**config.mk**
```make
export PLATFORM = sky130hd
export DESIGN_NAME = nn_vec_mac
export DESIGN_NICKNAME = d
export VERILOG_FILES = /design/src/rtl/nn_mac_pkg.sv /design/src/rtl/nn_mac_lane.sv /design/src/rtl/nn_vec_mac.sv
export SDC_FILE = /design/constraint.sdc
export NUM_CORES = 2
export LEC_CHECK = 0
export CAP_MARGIN = 20
export CORE_AREA = 3 3 238 240
export DETAILED_ROUTE_END_ITERATION = 8
export DIE_AREA = 0 0 241 243
export PLACE_DENSITY = 0.8
export SLEW_MARGIN = 20
export SYNTH_ARGS = -nofsm -noshare
export SYNTH_HDL_FRONTEND = slang
export SYNTH_SLANG_ARGS = --single-unit
```
**constraint.sdc**
```tcl
create_clock -name clk -period 6.2 [get_ports clk]
set_input_delay 1.24 -clock clk [delete_from_list [all_inputs] [get_ports clk]]
set_output_delay 1.24 -clock clk [all_outputs]
set_load 0.01 [all_outputs]
```
**src/rtl/nn_mac_pkg.sv**
```systemverilog
// nn_vec_mac shared types, defaults and requantizer.
// Imported by the lane and the top-level FSM.
package nn_mac_pkg;

  localparam int NN_DATA_WIDTH  = 8;
  localparam int NN_ACCUM_WIDTH = 32;
  localparam int NN_LANES       = 4;
  localparam int NN_FRAC_BITS   = 8;
  localparam int NN_MAX_LEN     = 1024;

  typedef enum logic [1:0] {
    IDLE,
    ACCUM,
    DRAIN,
    OUTPUT
  } nn_vec_mac_state_t;

  typedef struct packed {
    logic signed [63:0] value;
    logic               sat;
  } nn_rq_t;

  // Round-half-up, arithmetic shift, optional ReLU, clip to data_width.
  // The 64-bit carrier leaves headroom for the rounding carry.
  function automatic nn_rq_t nn_requant(
    input logic signed [63:0] acc,
    input int                 frac_bits,
    input logic               relu_en,
    input int                 data_width
  );
    logic signed [63:0] r;
    logic signed [63:0] hi;
    logic signed [63:0] lo;
    logic signed [63:0] c;
    nn_rq_t             o;
    r = acc;
    if (frac_bits > 0)
      r = r + (64'sd1 <<< (frac_bits - 1));
    r = r >>> frac_bits;
    if (relu_en && (r < 0))
      r = '0;
    hi = (64'sd1 <<< (data_width - 1)) - 64'sd1;
    lo = -(64'sd1 <<< (data_width - 1));
    if (r > hi)
      c = hi;
    else if (r < lo)
      c = lo;
    else
      c = r;
    o.value = c;
    o.sat   = (c != r);
    return o;
  endfunction

endpackage

```
**src/rtl/nn_mac_lane.sv**
```systemverilog
// One dot-product lane: product register, accumulator,
// bias preload and output requantizer.
module nn_mac_lane
  import nn_mac_pkg::*;
#(
  parameter int DATA_WIDTH  = NN_DATA_WIDTH,
  parameter int ACCUM_WIDTH = NN_ACCUM_WIDTH,
  parameter int FRAC_BITS   = NN_FRAC_BITS
) (
  input  logic                   clk,
  input  logic                   rst,
  input  logic                   load,
  input  logic                   bias_enable,
  input  logic [ACCUM_WIDTH-1:0] bias,
  input  logic                   beat,
  input  logic [DATA_WIDTH-1:0]  activation,
  input  logic [DATA_WIDTH-1:0]  weight,
  input  logic                   relu_en,
  input  logic                   out_valid,
  output logic [DATA_WIDTH-1:0]  out_data,
  output logic [ACCUM_WIDTH-1:0] out_accum,
  output logic                   out_sat
);

  logic signed [2*DATA_WIDTH-1:0] prod;
  logic                           prod_vld;
  logic signed [ACCUM_WIDTH-1:0]  acc;
  nn_rq_t                         rq;
  logic                           unused_hi;

  // Stage 1 registers the product; stage 2 folds it into the accumulator.
  always_ff @(posedge clk) begin
    if (rst) begin
      prod     <= '0;
      prod_vld <= 1'b0;
      acc      <= '0;
    end else begin
      prod_vld <= beat;
      if (beat)
        prod <= $signed(activation) * $signed(weight);
      if (load)
        acc <= bias_enable ? $signed(bias) : '0;
      else if (prod_vld)
        acc <= acc + ACCUM_WIDTH'(prod);
    end
  end

  // Requantize the settled accumulator; outputs read zero when idle.
  always_comb begin
    rq        = nn_requant(64'(acc), FRAC_BITS, relu_en, DATA_WIDTH);
    out_data  = out_valid ? rq.value[DATA_WIDTH-1:0] : '0;
    out_accum = out_valid ? acc : '0;
    out_sat   = out_valid & rq.sat;
  end

  assign unused_hi = ^rq.value[63:DATA_WIDTH];

endmodule

```
**src/rtl/nn_vec_mac.sv**
```systemverilog
// Multi-lane fixed-point dot-product engine.
// FSM, beat counter and handshakes; lanes do the arithmetic.
module nn_vec_mac
  import nn_mac_pkg::*;
#(
  parameter int DATA_WIDTH  = NN_DATA_WIDTH,
  parameter int ACCUM_WIDTH = NN_ACCUM_WIDTH,
  parameter int LANES       = NN_LANES,
  parameter int FRAC_BITS   = NN_FRAC_BITS,
  parameter int MAX_LEN     = NN_MAX_LEN,
  parameter int LEN_WIDTH   = $clog2(MAX_LEN + 1)
) (
  input  logic                         clk,
  input  logic                         rst,
  input  logic                         start,
  input  logic [LEN_WIDTH-1:0]         len,
  input  logic                         bias_enable,
  input  logic                         relu_en,
  input  logic [LANES*ACCUM_WIDTH-1:0] bias,
  input  logic                         in_valid,
  output logic                         in_ready,
  input  logic [DATA_WIDTH-1:0]        activation,
  input  logic [LANES*DATA_WIDTH-1:0]  weight,
  output logic                         out_valid,
  input  logic                         out_ready,
  output logic [LANES*DATA_WIDTH-1:0]  out_data,
  output logic [LANES*ACCUM_WIDTH-1:0] out_accum,
  output logic [LANES-1:0]             out_sat,
  output logic                         busy
);

  nn_vec_mac_state_t    state;
  logic [LEN_WIDTH-1:0] cnt;
  logic                 relu_q;
  logic                 beat;
  logic                 load;

  assign in_ready  = (state == ACCUM);
  assign out_valid = (state == OUTPUT);
  assign busy      = (state != IDLE);
  assign beat      = in_valid & in_ready;
  assign load      = start & (state == IDLE);

  // Pass sequencing: load, count beats, drain the pipe, hold result.
  always_ff @(posedge clk) begin
    if (rst) begin
      state  <= IDLE;
      cnt    <= '0;
      relu_q <= 1'b0;
    end else begin
      case (state)
        IDLE: begin
          if (start) begin
            relu_q <= relu_en;
            cnt    <= len;
            state  <= (len == '0) ? OUTPUT : ACCUM;
          end
        end
        ACCUM: begin
          if (beat) begin
            cnt <= cnt - 1'b1;
            if (cnt == LEN_WIDTH'(1))
              state <= DRAIN;
          end
        end
        DRAIN:   state <= OUTPUT;
        OUTPUT:  if (out_ready) state <= IDLE;
        default: state <= IDLE;
      endcase
    end
  end

  for (genvar i = 0; i < LANES; i++) begin : g_lane
    nn_mac_lane #(
      .DATA_WIDTH  (DATA_WIDTH),
      .ACCUM_WIDTH (ACCUM_WIDTH),
      .FRAC_BITS   (FRAC_BITS)
    ) u_lane (
      .clk         (clk),
      .rst         (rst),
      .load        (load),
      .bias_enable (bias_enable),
      .bias        (bias[i*ACCUM_WIDTH +: ACCUM_WIDTH]),
      .beat        (beat),
      .activation  (activation),
      .weight      (weight[i*DATA_WIDTH +: DATA_WIDTH]),
      .relu_en     (relu_q),
      .out_valid   (out_valid),
      .out_data    (out_data[i*DATA_WIDTH +: DATA_WIDTH]),
      .out_accum   (out_accum[i*ACCUM_WIDTH +: ACCUM_WIDTH]),
      .out_sat     (out_sat[i])
    );
  end

endmodule

```
==> impl_metrics.prom <==
# TYPE chip_impl_metric gauge
chip_impl_metric{name="async_flop_share",unit="%"} 0
chip_impl_metric{name="setup.reg_to_reg.worst_slack",unit="ns"} 2.40
chip_impl_metric{name="detail-route-antenna-nets",unit=""} 0
chip_impl_info{name="cts_root_buf",value="sky130_fd_sc_hd__clkbuf_16"} 1
chip_impl_metric{name="p_leak",unit="uW"} 0.0145
chip_impl_info{name="dominantRegCellSynth",value="sky130_fd_sc_hd__dfxtp_1"} 1
chip_impl_metric{name="hold_depth",unit=""} 2
chip_impl_metric{name="vias",unit=""} 27507
chip_impl_metric{name="final-max-slew-violation-count",unit=""} 0
chip_impl_metric{name="fp.dieArea",unit="um2"} 58600
chip_impl_metric{name="dp.cells",unit=""} 4548
chip_impl_info{name="sort_of_element_at_the_end_of_the_critical_path",value="output pin"} 1
chip_impl_metric{name="reg2reg_depth",unit=""} 12
chip_impl_metric{name="maxCapViolations",unit=""} 0
chip_impl_metric{name="numCtsBuffers",unit=""} 26
chip_impl_metric{name="cts_setup_buffers",unit=""} 0
chip_impl_metric{name="ys_ff_latch",unit=""} 207
chip_impl_metric{name="drtPass1Iterations",unit=""} 5
chip_impl_metric{name="totalWireLength",unit="um"} 89500
chip_impl_info{name="rsz_0062_raised_after_global_routing",value="no"} 1
chip_impl_metric{name="final_cell_count_no_fill",unit=""} 4594
chip_impl_info{name="synth.cells.most_frequent",value="sky130_fd_sc_hd__inv_1 (321), sky130_fd_sc_hd__nand2_1 (316), sky130_fd_sc_hd__a21oi_1 (297)"} 1
chip_impl_metric{name="core_area",unit="um2"} 54900
chip_impl_metric{name="grt_pass1_vias",unit=""} 25993
chip_impl_metric{name="grt_util_all_layers",unit="%"} 29.8
chip_impl_metric{name="worstMarginPinSlew",unit="ns"} 1.09
chip_impl_metric{name="cts_hold_buffers",unit=""} 0
chip_impl_metric{name="share_of_the_synthesized_area_in_the_top_cell_type",unit="%"} 15.8
chip_impl_info{name="worst_hold_path_type",value="flip-flop to flip-flop"} 1
chip_impl_metric{name="global_route.overflow_total",unit=""} 0
chip_impl_metric{name="post_layout_nets",unit=""} 4533
chip_impl_info{name="worstSetupStartpointType",value="flip-flop"} 1
chip_impl_metric{name="max-vdd-ir-drop",unit="uV"} 234
chip_impl_metric{name="clock-skew-final",unit="ns"} 0.0110
chip_impl_info{name="timing.hold.worst.start",value="g_lane[0].u_lane.prod[2]"} 1
chip_impl_metric{name="clock_insertion_delay_worst_skew",unit="ns"} 0.55
chip_impl_metric{name="number_of_h_tree_levels",unit=""} 1
chip_impl_metric{name="grt_start_max_net_pins",unit=""} 88
chip_impl_metric{name="drt-wirelength-per-cell",unit="um"} 19.5
chip_impl_metric{name="cp_max_fo",unit=""} 10
chip_impl_metric{name="period_share",unit="%"} 91.9
chip_impl_metric{name="final_period_minus_worst_setup_slack",unit="ns"} 5.70
chip_impl_info{name="timing_worst_setup_path_type",value="flip-flop to output pin"} 1
chip_impl_metric{name="nets_in_the_synthesized_netlist",unit=""} 4306
chip_impl_metric{name="slew-limit-headroom",unit="%"} 27.2
chip_impl_metric{name="buffer_ports.inserted",unit=""} 352
chip_impl_info{name="worstReg2RegStart",value="g_lane[2].u_lane.acc[0]"} 1
chip_impl_metric{name="global_route_wire_length_before_repair",unit="um"} 142000
chip_impl_metric{name="drt_iter0_drc",unit=""} 2331
chip_impl_metric{name="hold_viol",unit=""} 0
chip_impl_metric{name="final_layout_size_suffix_gt1_share",unit="%"} 3.50
chip_impl_metric{name="clk_pin_slew_worst_paths",unit="ns"} 0.06
chip_impl_metric{name="totalNegativeSetupSlack",unit="ns"} 0
chip_impl_metric{name="layout.area.seq",unit="um2"} 4150
chip_impl_info{name="post-synth-top-count-cell",value="sky130_fd_sc_hd__inv_1"} 1
chip_impl_metric{name="count_of_unique_library_cells_instantiated_by_yosys",unit=""} 85
chip_impl_info{name="post-synth-top-area-cell",value="sky130_fd_sc_hd__fa_1"} 1
chip_impl_info{name="worst_hold_path.endpoint",value="g_lane[0].u_lane.prod[2]"} 1
chip_impl_metric{name="die_height",unit="um"} 243
chip_impl_metric{name="initial_util",unit="%"} 51.6
chip_impl_metric{name="worst-endpoint-arrival",unit="ns"} 4.46
chip_impl_metric{name="synth-edff-count",unit=""} 0
chip_impl_metric{name="synth_sequential_area_ratio",unit="%"} 14.6
chip_impl_info{name="synthTopCellsByArea",value="sky130_fd_sc_hd__fa_1 (16%), sky130_fd_sc_hd__dfxtp_1 (15%), sky130_fd_sc_hd__ha_1 (11%)"} 1
chip_impl_metric{name="timing.fmax",unit="MHz"} 175
chip_impl_metric{name="final_estimated_routing_congestion_in_global_placement",unit=""} 0.980
chip_impl_metric{name="detail_route.drc_violations",unit=""} 0
chip_impl_metric{name="io_pins",unit=""} 353
chip_impl_metric{name="postCtsResizedCells",unit=""} 0
chip_impl_metric{name="syn_area",unit="um2"} 28300
chip_impl_metric{name="place_hpwl",unit="um"} 68900
chip_impl_info{name="critical_path.reg2reg.endpoint",value="g_lane[2].u_lane.acc[28]"} 1
chip_impl_metric{name="grt_antenna_before_repair",unit=""} 4
chip_impl_metric{name="avgSynthCellArea",unit="um2"} 7.77
chip_impl_metric{name="synthCells",unit=""} 3645
chip_impl_metric{name="worst_path_required_time",unit="ns"} 4.96
chip_impl_metric{name="multiInputGateArea",unit="um2"} 22200
chip_impl_metric{name="n_fill_cell",unit=""} 4891
chip_impl_info{name="run_status",value="finished, final reports clean"} 1
chip_impl_info{name="cts_tree",value="built"} 1
chip_impl_metric{name="powerDensity",unit="nW/um2"} 325
chip_impl_metric{name="yosys_warns",unit=""} 0
chip_impl_metric{name="syn2layout_area_growth",unit="%"} 17.5
chip_impl_metric{name="setup_viol",unit=""} 0
chip_impl_metric{name="cts_buffer_depth",unit=""} 3
chip_impl_metric{name="row_count",unit=""} 86
chip_impl_metric{name="routed_via_density",unit=""} 5.99
chip_impl_metric{name="clock_sink_count",unit=""} 207
chip_impl_metric{name="floorplan.die.width",unit="um"} 241
==> critical path, stage by stage, from the launching register on <==
cell and delay [ns]:
sky130_fd_sc_hd__dfxtp_1 0.51, sky130_fd_sc_hd__ha_1 0.32, sky130_fd_sc_hd__nand4_1 0.39, sky130_fd_sc_hd__or4_1 0.72, sky130_fd_sc_hd__o21ai_0 0.25, sky130_fd_sc_hd__nand3_1 0.10
sky130_fd_sc_hd__nor4_1 0.25, sky130_fd_sc_hd__nand2_1 0.12, sky130_fd_sc_hd__o311ai_2 0.52, sky130_fd_sc_hd__o21ai_0 0.20, sky130_fd_sc_hd__clkdlybuf4s50_1 0.52
==> routing by layer <==
metal | track usage, % | share of wire, % | vias to the layer above | routed length (um)
met5 | 0 | 0.026 | - | 23
met4 | 9.14 | 3.3 | 4 | 2970
met3 | 4.47 | 9.0 | 161 | 8050
met2 | 46.4 | 44 | 1249 | 39300
met1 | 42.5 | 44 | 12990 | 39200
li1 | - | - | 13103 | -
==> where the power goes <==
part | internal (uW) | switching (uW) | leakage [uW] | total [uW]
logic | 2910 | 3770 | 0.0123 | 6680
registers | 1690 | 746 | 0.00169 | 2440
clock network | 1050 | 643 | 0.000458 | 1690
total | 5660 | 5150 | 0.0145 | 10800
==> layout make-up <==
type                       count  share of cell area (%)
clock buffer                  38                    2.39
multi-input combinational   2920                    66.8
sequential                   207                    12.5
inverter                     321                    3.62
timing repair buffer         396                    11.7
tap                          704                    2.64
antenna                        1                 0.00751
clock inverter                 7                   0.413
==> how the worst max path moves through the flow <==
stage / start / end / slack, ns / depth (start not counted)
2_1_floorplan: activation[3] / g_lane[3].u_lane.prod[15] / 0.85 / 16
4_1_cts: g_lane[2].u_lane.acc[8] / out_data[19] / 0.54 / 10
3_3_place_gp: activation[1] / g_lane[3].u_lane.prod[15] / 0.11 / 20
3_5_place_dp: activation[1] / g_lane[2].u_lane.prod[14] / 0.009 / 17
5_1_grt: activation[1] / g_lane[2].u_lane.prod[14] / 0.18 / 21
6_report: g_lane[1].u_lane.acc[8] / out_data[12] / 0.50 / 10
==> through the flow <==
stage	area, um2	hold WS [ns]	setup slack, ns	total power (uW)	util [%]
2_1_floorplan	28300	0.436	0.848	7220	-
3_3_place_gp	32400	0.447	0.114	8870	59.0
3_5_place_dp	32400	0.457	0.00943	9010	59.0
4_1_cts	33300	0.462	0.545	10700	60.7
5_1_grt	33300	0.478	0.182	11800	60.7
6_report	33300	0.459	0.501	10800	60.7
==> logic make-up after synthesis <==
| family | synth area share [%] |
|---|---|
| mux | 1.82 |
| fa+ha+maj | 26.9 |
| buf+inv | 7.01 |
| simple gates | 23.9 |
| flops | 14.6 |
| compound gates | 19.8 |
| xor+xnor | 5.93 |
==> layout by cell type, fill, tap and decap left out, types with 34 or more instances in the layout <==
cell and instances:
sky130_fd_sc_hd__a211oi_1 61, sky130_fd_sc_hd__o21ai_0 148, sky130_fd_sc_hd__and3_1 34, sky130_fd_sc_hd__a21oi_1 297
sky130_fd_sc_hd__nor2b_1 40, sky130_fd_sc_hd__and2_1 285, sky130_fd_sc_hd__mux2i_1 37, sky130_fd_sc_hd__a21o_1 75
sky130_fd_sc_hd__xor2_1 72, sky130_fd_sc_hd__xnor2_1 120, sky130_fd_sc_hd__nor2_1 222, sky130_fd_sc_hd__buf_4 41
sky130_fd_sc_hd__fa_1 224, sky130_fd_sc_hd__nand3_1 103, sky130_fd_sc_hd__nor3_1 120, sky130_fd_sc_hd__dfxtp_1 206
sky130_fd_sc_hd__inv_1 320, sky130_fd_sc_hd__clkdlybuf4s50_1 350, sky130_fd_sc_hd__a31oi_1 68, sky130_fd_sc_hd__ha_1 250
sky130_fd_sc_hd__nand2b_1 56, sky130_fd_sc_hd__nand2_1 314
==> state kept, by name, indices dropped and copies added, names as in the netlist <==
register / flops
relu_q: 1
state: 2
g_lane.u_lane.acc: 128
cnt: 11
g_lane.u_lane.prod_vld: 1
g_lane.u_lane.prod: 64
Power figures use the tool's default switching activity.
